==> config.mk <==
export PLATFORM = sky130hd
export DESIGN_NAME = imm_gen_pipe
export DESIGN_NICKNAME = d
export VERILOG_FILES = /design/src/rtl/imm_gen_pipe.sv
export SDC_FILE = /design/constraint.sdc
export NUM_CORES = 1
export LEC_CHECK = 0
export BUFFER_PORTS_ARGS = -buffer_cell sky130_fd_sc_hd__clkbuf_2
export CORE_ASPECT_RATIO = 0.8
export CORE_MARGIN = 2
export CORE_UTILIZATION = 58
export DETAILED_ROUTE_END_ITERATION = 10
export PLACE_DENSITY = 0.93
export SYNTH_ARGS = -nofsm -noshare
export SYNTH_HDL_FRONTEND = slang
export SYNTH_SLANG_ARGS = --single-unit
==> constraint.sdc <==
create_clock -name clk -period 3.6 [get_ports clk]
set_clock_uncertainty 0.1 [all_clocks]
set_input_delay 0.36 -clock clk [delete_from_list [all_inputs] [get_ports clk]]
set_output_delay 0.36 -clock clk [all_outputs]
set_load 0.01 [all_outputs]
==> src/rtl/imm_gen_pipe.sv <==
// Decode-stage immediate generator: decodes the instruction format from the
// opcode and emits a sign-extended immediate, format tag, PC and illegal flag
// through a valid/ready stage, with an optional 2-entry skid buffer.
module imm_gen_pipe #(
  parameter int unsigned XLEN  = 32,
  parameter int unsigned SKID  = 1,
  parameter int unsigned CNT_W = 16
) (
  input  logic             clk,
  input  logic             rst_n,
  input  logic             flush,
  input  logic             in_valid,
  output logic             in_ready,
  input  logic [31:0]      in_inst,
  input  logic [XLEN-1:0]  in_pc,
  output logic             out_valid,
  input  logic             out_ready,
  output logic [XLEN-1:0]  out_imm,
  output logic [2:0]       out_fmt,
  output logic [XLEN-1:0]  out_pc,
  output logic             out_illegal,
  output logic [CNT_W-1:0] illegal_cnt
);

  localparam int unsigned FMT_W  = 3;
  localparam int unsigned OPC_W  = 7;
  localparam int unsigned WIDE_W = 64;

  localparam logic [FMT_W-1:0] FMT_R = 3'd0;
  localparam logic [FMT_W-1:0] FMT_I = 3'd1;
  localparam logic [FMT_W-1:0] FMT_S = 3'd2;
  localparam logic [FMT_W-1:0] FMT_B = 3'd3;
  localparam logic [FMT_W-1:0] FMT_U = 3'd4;
  localparam logic [FMT_W-1:0] FMT_J = 3'd5;
  localparam logic [FMT_W-1:0] FMT_Z = 3'd6;

  localparam logic [OPC_W-1:0] OP_LUI     = 7'b0110111;
  localparam logic [OPC_W-1:0] OP_AUIPC   = 7'b0010111;
  localparam logic [OPC_W-1:0] OP_JAL     = 7'b1101111;
  localparam logic [OPC_W-1:0] OP_BRANCH  = 7'b1100011;
  localparam logic [OPC_W-1:0] OP_STORE   = 7'b0100011;
  localparam logic [OPC_W-1:0] OP_JALR    = 7'b1100111;
  localparam logic [OPC_W-1:0] OP_LOAD    = 7'b0000011;
  localparam logic [OPC_W-1:0] OP_OPIMM   = 7'b0010011;
  localparam logic [OPC_W-1:0] OP_MISCMEM = 7'b0001111;
  localparam logic [OPC_W-1:0] OP_OPIMM32 = 7'b0011011;
  localparam logic [OPC_W-1:0] OP_SYSTEM  = 7'b1110011;
  localparam logic [OPC_W-1:0] OP_OP      = 7'b0110011;
  localparam logic [OPC_W-1:0] OP_OP32    = 7'b0111011;

  typedef struct packed {
    logic [XLEN-1:0]  imm;
    logic [XLEN-1:0]  pc;
    logic [FMT_W-1:0] fmt;
    logic             illegal;
  } entry_t;

  logic [OPC_W-1:0]  opcode;
  logic [FMT_W-1:0]  dec_fmt;
  logic              dec_ill;
  logic [WIDE_W-1:0] imm_i;
  logic [WIDE_W-1:0] imm_s;
  logic [WIDE_W-1:0] imm_b;
  logic [WIDE_W-1:0] imm_u;
  logic [WIDE_W-1:0] imm_j;
  logic [WIDE_W-1:0] imm_z;
  entry_t            dec;

  entry_t            main_q;
  entry_t            main_d;
  logic              main_vld_q;
  logic              main_vld_d;
  entry_t            skid_q;
  entry_t            skid_d;
  logic              skid_vld_q;
  logic              skid_vld_d;
  logic              in_fire;
  logic              out_fire;
  logic [CNT_W-1:0]  cnt_q;

  assign opcode = in_inst[6:0];

  // Immediates are built at 64 bits and trimmed to XLEN, so U sign-extends for RV64.
  assign imm_i = {{52{in_inst[31]}}, in_inst[31:20]};
  assign imm_s = {{52{in_inst[31]}}, in_inst[31:25], in_inst[11:7]};
  assign imm_b = {{52{in_inst[31]}}, in_inst[7], in_inst[30:25], in_inst[11:8], 1'b0};
  assign imm_u = {{32{in_inst[31]}}, in_inst[31:12], 12'b0};
  assign imm_j = {{44{in_inst[31]}}, in_inst[19:12], in_inst[20], in_inst[30:21], 1'b0};
  assign imm_z = {59'b0, in_inst[19:15]};

  // Format decode; every legal opcode ends in 2'b11, so compressed encodings fall to default.
  always_comb begin
    dec_fmt = FMT_R;
    dec_ill = 1'b0;
    case (opcode)
      OP_LUI, OP_AUIPC:                      dec_fmt = FMT_U;
      OP_JAL:                                dec_fmt = FMT_J;
      OP_BRANCH:                             dec_fmt = FMT_B;
      OP_STORE:                              dec_fmt = FMT_S;
      OP_JALR, OP_LOAD, OP_OPIMM, OP_MISCMEM: dec_fmt = FMT_I;
      OP_OPIMM32: begin
        if (XLEN == 64) dec_fmt = FMT_I;
        else            dec_ill = 1'b1;
      end
      OP_SYSTEM:                             dec_fmt = in_inst[14] ? FMT_Z : FMT_I;
      OP_OP:                                 dec_fmt = FMT_R;
      OP_OP32: begin
        if (XLEN != 64) dec_ill = 1'b1;
      end
      default:                               dec_ill = 1'b1;
    endcase
  end

  // Select the immediate for the decoded format; R and illegal entries carry zero.
  always_comb begin
    dec         = '0;
    dec.pc      = in_pc;
    dec.fmt     = dec_fmt;
    dec.illegal = dec_ill;
    case (dec_fmt)
      FMT_I:   dec.imm = imm_i[XLEN-1:0];
      FMT_S:   dec.imm = imm_s[XLEN-1:0];
      FMT_B:   dec.imm = imm_b[XLEN-1:0];
      FMT_U:   dec.imm = imm_u[XLEN-1:0];
      FMT_J:   dec.imm = imm_j[XLEN-1:0];
      FMT_Z:   dec.imm = imm_z[XLEN-1:0];
      default: dec.imm = '0;
    endcase
  end

  // Ready: registered skid-occupancy view, or pass-through of downstream ready.
  generate
    if (SKID != 0) begin : g_skid
      assign in_ready = !skid_vld_q;
    end else begin : g_noskid
      assign in_ready = !main_vld_q || out_ready;
    end
  endgenerate

  assign in_fire  = in_valid && in_ready;
  assign out_fire = main_vld_q && out_ready;

  // Occupancy next-state: head pops, skid refills head, new entry lands in head or skid.
  always_comb begin
    main_d     = main_q;
    main_vld_d = main_vld_q;
    skid_d     = skid_q;
    skid_vld_d = skid_vld_q;
    if (flush) begin
      main_vld_d = 1'b0;
      skid_vld_d = 1'b0;
    end else if (out_fire) begin
      if (skid_vld_q) begin
        main_d     = skid_q;
        main_vld_d = 1'b1;
        skid_vld_d = 1'b0;
      end else if (in_fire) begin
        main_d     = dec;
        main_vld_d = 1'b1;
      end else begin
        main_vld_d = 1'b0;
      end
    end else if (in_fire) begin
      if (!main_vld_q) begin
        main_d     = dec;
        main_vld_d = 1'b1;
      end else begin
        skid_d     = dec;
        skid_vld_d = 1'b1;
      end
    end
    if (SKID == 0) skid_vld_d = 1'b0;
  end

  // Pipeline state registers.
  always_ff @(posedge clk) begin
    if (!rst_n) begin
      main_q     <= '0;
      main_vld_q <= 1'b0;
      skid_q     <= '0;
      skid_vld_q <= 1'b0;
    end else begin
      main_q     <= main_d;
      main_vld_q <= main_vld_d;
      skid_q     <= skid_d;
      skid_vld_q <= skid_vld_d;
    end
  end

  // Saturating count of illegal entries handed downstream; flush leaves it alone.
  always_ff @(posedge clk) begin
    if (!rst_n) begin
      cnt_q <= '0;
    end else if (out_fire && main_q.illegal && (cnt_q != {CNT_W{1'b1}})) begin
      cnt_q <= cnt_q + CNT_W'(1);
    end
  end

  assign out_valid   = main_vld_q;
  assign out_imm     = main_q.imm;
  assign out_fmt     = main_q.fmt;
  assign out_pc      = main_q.pc;
  assign out_illegal = main_q.illegal;
  assign illegal_cnt = cnt_q;

endmodule

==> results of run 1 <==
==> flip-flops by register name, summed over array words and instances (netlist names) <==
register     flops
out_pc          32
out_imm         32
out_fmt          3
skid_vld_q       1
skid_q          68
illegal_cnt     16
out_valid        1
out_illegal      1
==> how the worst min path moves through the flow <==
stage                 from          end  depth (start not counted)
4_1_cts        in_inst[12]   skid_q[48]                          3
3_3_place_gp    skid_q[66]   skid_q[66]                          2
2_1_floorplan   skid_q[66]   skid_q[66]                          2
3_5_place_dp    skid_q[66]   skid_q[66]                          2
6_report       in_inst[12]  out_imm[12]                          2
5_1_grt        in_inst[12]  out_imm[12]                          2
==> power by group through the flow <==
stage	combinational [mW]	sequential, mW	clock (mW)
after floorplan	0.144	1.82	0
after global placement	0.280	1.81	0
after detailed placement	0.287	1.81	0
after CTS	0.290	1.78	1.80
after global routing	0.321	1.78	1.88
final	0.293	1.78	1.80
==> metal layers <==
metal | part of all wire, % | wire length, um | vias to the layer above | track usage (%)
met2 | 46 | 8355 | 312 | 45.07
met1 | 44 | 7992 | 3175 | 40.97
met4 | 1.8 | 327 | 0 | 9.402
li1 | - | - | 3143 | -
met3 | 8.6 | 1564 | 44 | 6.423
met5 | 0 | 0 | - | 0
==> worst max-delay path: stages (launching register included) <==
cell and delay (ns):
dfxtp_1 0.49, nor2b_1 0.32, a211o_1 0.99, nor4_1 0.18, nor4b_1 0.34
==> cell usage after synthesis, types with 4 or more instances <==
library cell,instances
a21boi_0,36
a21oi_1,47
a221o_1,9
a221o_2,10
a22o_1,7
a22oi_1,4
a32oi_1,8
and2_1,16
buf_1,10
buf_2,5
clkbuf_1,47
dfxtp_1,154
inv_1,4
nand2_1,202
nand2b_1,4
nand3_1,78
nand4_1,5
nor2_1,25
nor2b_1,7
nor3_1,8
o211a_1,37
o211ai_1,5
o21ai_0,34
or3_1,6
xnor2_1,8
xor2_1,7
==> area by class of cell <==
cell class              count  area share (%)
inverters                   4          0.1833
repair buffers            162           10.17
well taps                 148           2.260
clock inverters            10           1.420
multi-input cells         602           42.43
clock buffers              22           5.910
flip-flops and latches    154           37.63
==> per-stage QoR <==
stage                     hold slack, ns  instances  power [mW]  worst slack, ns  area (um2)
final                            0.08721       1102       3.871            1.053        8193
after CTS                        0.08050       1102       3.872            1.160        8193
after detailed placement          0.3505       1070       2.100            1.172        7592
after global placement            0.3364       1070       2.092            1.244        7592
after floorplan                   0.3252        824       1.969            1.514        6817
after global routing             0.08271       1102       3.978           0.9386        8193
==> cell families (layout without fill, tap and decap cells) <==
group                    count (synthesis)  count (layout)
flip-flops                             154             154
XOR/XNOR                                15              15
AO/OA/AOI/OAI                          212             212
adder cells (fa/ha/maj)                  1               1
AND/OR/NAND/NOR                        374             374
buffers and inverters                   68             198
==> results.cfg, run 1 <==
[outcome]
outcome = completed

[critical_path]
r2r_cells = 4
timing.rr.start = out_valid
cp.arrival_ns = 2.76
timing.rr.end = out_imm[0]
r2r_slack_ns = 1.05
crit_fanout = 34
crit_path_start_kind = register
cp-startpoint = out_valid
endpoint_kind = register
crit_type = register to register
endpoint = out_imm[0]
cp.required_ns = 3.81

[logic_synthesis]
synth.area.mux_share_pct = 0
synth_sequential_area_ratio_pct = 45.23
syn_area_um2 = 6817
yosys-top-cells-area = dfxtp_1 (45%), nand2_1 (11%), nand3_1 (5.7%)
yosysUniqueCellTypes = 53
synthFlopType = dfxtp_1
synth.top_cell.area_share_pct = 45.23
syn_inst = 824
syn_avg_cell_area_um2 = 8.272
yosys_warnings = 0
postSynth.asyncResetShare_pct = 0
synth_compound_area_share_pct = 23.18
ys_ff_latch = 154
synth_fa_ha_area_share_pct = 0.1836
synth_top_family_by_area = simple AND/OR/NAND/NOR gates
synth_edf_count = 0
synth_simple_gate_area_share_pct = 25.42
synth_top_cell_by_area = dfxtp_1
synth_xor_area_share_pct = 1.927
syn-num-nets = 894

[cts]
ctsResizeCount = 0
cts_made_buffers = 17
clock_sinks = 154
cts_hold_buf = 0
cts_buffer_depth = 2
cts-htree-levels = 4
clk_latency_ns = 0.41
root_buffer = clkbuf_16
cts_setup_buffers = 0
cts_tree = built
cts.clk_slew.worst_paths_ns = 0.06

[placed_design]
port_buffers = 154
gp_congestion = 0.9007
dp_hpwl_mm = 11.27

[timing]
setup_violations = 0
hold_violations = 0
maxSlewHeadroom_pct = 15.81
rsz0062_at_grt = no
period_needed_ns = 2.547
finalSetupTns_ns = 0
worst_slew_pin_slew_ns = 1.263
max_freq_mhz = 392.6
period_share_pct = 70.75
drv_slew = 0

[die]
num_rows = 35
fp.dieH_um = 101.0
dieArea_um2 = 12640
initial_core_util_pct = 59.41
core_region_area_um2 = 11470
io_pins = 155
die_width_um = 125.2

[detailed_routing]
drc = 0
vias = 6674
via_per_inst = 6.056
routed_wl_mm = 18.24
wire_per_inst_um = 16.55
drtIter0Drc = 733
ant_nets = 0
first_pass_iters = 6

[power]
p_per_area_nw_per_um2 = 472.5
max-vdd-ir-drop_mv = 0.2973
power.net_switching_mw = 0.9138
clkPwrFrac_pct = 46.5
pwr-share-seq_pct = 45.9
intPower_mw = 2.957
swShare_pct = 23.61
comb_power_share_pct = 7.6
leakagePower_nw = 3.768

[layout]
n_fill_cell = 898
multiInputGateArea_um2 = 3476
seq_area_um2 = 3083
synthToLayoutAreaGrowth_pct = 20.19
mostFrequentLayoutCell = nand2_1
antenna_cells = 0
layout-drive-gt1-share_pct = 22.54
num-nets-final = 1011
utilization_pct = 71.41
layout_common_cells = nand2_1 (202), dfxtp_1 (154), clkbuf_2 (153)

[global_route]
grt.overflow.total = 0
grt_pass1_vias = 6106
antenna_found_initial = 0
grt_max_degree = 105
grt_pass1_wl_mm = 30.21
grt.total_usage_pct = 29.16

[run]
cap_violations = 0

[hold_path]
min_path_type = input port to register
No activity file was read; power rests on OpenSTA's default activity.
==> inputs of run 2 (changes only) <==
CORE_UTILIZATION = 54   (was 58)
PLACE_DENSITY = 0.88   (was 0.93)
clock period = 2.35 ns   (was 3.6 ns; I/O delays follow)
==> results.cfg, run 2 (synthesis results as in run 1) <==
[outcome]
outcome = completed

[power]
pwr-share-seq_pct = 43.7
p_per_area_nw_per_um2 = 706.4
power.net_switching_mw = 1.397
intPower_mw = 4.828
finalPower_mw = 6.224
clkPwrFrac_pct = 48.0
leakagePower_nw = 4.047
max-vdd-ir-drop_mv = 0.4773
comb_power_share_pct = 8.3
swShare_pct = 22.44

[die]
dieArea_um2 = 13540
io_pins = 155
initial_core_util_pct = 55.64
core_region_area_um2 = 12250
fp.dieH_um = 104.5
num_rows = 36
die_width_um = 129.6

[placed_design]
dp.cells = 1109
gp_congestion = 0.9508
place_area_um2 = 7766
dp_hpwl_mm = 11.96
port_buffers = 154
place_worst_setup_slack_ns = 0.1277

[cts]
cts-htree-levels = 4
clk_latency_ns = 0.41
clock_sinks = 154
cts_tree = built
cts.clk_slew.worst_paths_ns = 0.06
cts_made_buffers = 17
root_buffer = clkbuf_16
cts_hold_buf = 39
cts_buffer_depth = 2
cts_setup_buffers = 0
ctsResizeCount = 0

[timing]
period_needed_ns = 2.190
maxSlewHeadroom_pct = 50.82
rsz0062_at_grt = no
timing.final.ws_setup_ns = 0.1599
drv_slew = 0
finalSetupTns_ns = 0
setup_violations = 0
period_share_pct = 93.20
max_freq_mhz = 456.6
hold_violations = 0
worst_slew_pin_slew_ns = 0.7310

[hold_path]
min_path_type = input port to register

[detailed_routing]
drtIter0Drc = 630
vias = 6832
drc = 0
routed_wl_mm = 18.93
wire_per_inst_um = 16.03
via_per_inst = 5.785
ant_nets = 0
first_pass_iters = 5

[layout]
multiInputGateArea_um2 = 3476
layout_common_cells = nand2_1 (202), dfxtp_1 (154), clkbuf_2 (153)
n_fill_cell = 960
antenna_cells = 0
final_cells = 1181
mostFrequentLayoutCell = nand2_1
num-nets-final = 1067
synthToLayoutAreaGrowth_pct = 29.26
top_register = skid_q
seq_area_um2 = 3083
stdcell_area_um2 = 8811
largest_register_ff_count = 68
layout-drive-gt1-share_pct = 22.57

[critical_path]
crit_type = register to register
cp_top_family = compound AO/OA/AOI/OAI gates
slowest_stage = dfxtp_1
endpoint_kind = register
critPathMaxStageDelay_ns = 0.38
path_cells = nand2b_1, a211oi_4, nand3_1, inv_1, o211a_1, a221o_1
cp.arrival_ns = 2.45
cp.required_ns = 2.61
crit_buf_inv = 1
crit_fanout = 8
crit_path_start_kind = register

[global_route]
grt_pass1_vias = 6414
grt.total_usage_pct = 28.02
grt.overflow.total = 0
grt_pass1_wl_mm = 30.80
grt_max_degree = 105
antenna_found_initial = 0

[run]
cap_violations = 0
run 2: area by class of cell:
type / instances / area share (%)
inverters: 4 / 0.1704
well taps: 171 / 2.428
clock buffers: 22 / 5.155
repair buffers: 218 / 15.65
flip-flops and latches: 154 / 34.99
multi-input cells: 602 / 39.45
clock inverters: 10 / 2.158
run 2: worst paths after layout:
| path | startpoint | endpoint | slack [ns] | cells past startpoint |
|---|---|---|---|---|
| hold / removal | out_ready | skid_vld_q | 0.02 | 2 |
| hold reg to reg | skid_q[66] | skid_q[66] | 0.36 | 2 |
| setup reg to reg | skid_vld_q | out_imm[13] | 0.16 | 6 |
| setup / recovery | skid_vld_q | out_imm[13] | 0.16 | 6 |
run 2: per-layer routing:
layer | vias to the layer above | wire length [um] | track usage, %
met5 | - | 0 | 0
met4 | 0 | 314 | 9.370
met3 | 37 | 1611 | 7.922
met2 | 344 | 8896 | 44.43
met1 | 3193 | 8105 | 36.64
li1 | 3258 | - | -
run 2: metrics by stage:
step           utilization [%]  hold slack [ns]
2_1_floorplan                -           0.2345
3_3_place_gp             63.39           0.3452
3_5_place_dp             63.39           0.3492
4_1_cts                  71.83         0.002102
5_1_grt                  71.92         0.009352
6_report                 71.92          0.01543
run 2: power by group through the flow:
stage | registers [mW] | logic (mW) | clock network, mW
detailed placement | 2.78 | 0.453 | 0
floorplan | 2.80 | 0.221 | 0
finish | 2.72 | 0.518 | 2.99
global placement | 2.77 | 0.447 | 0
CTS | 2.72 | 0.507 | 3.00
global route | 2.73 | 0.563 | 3.14
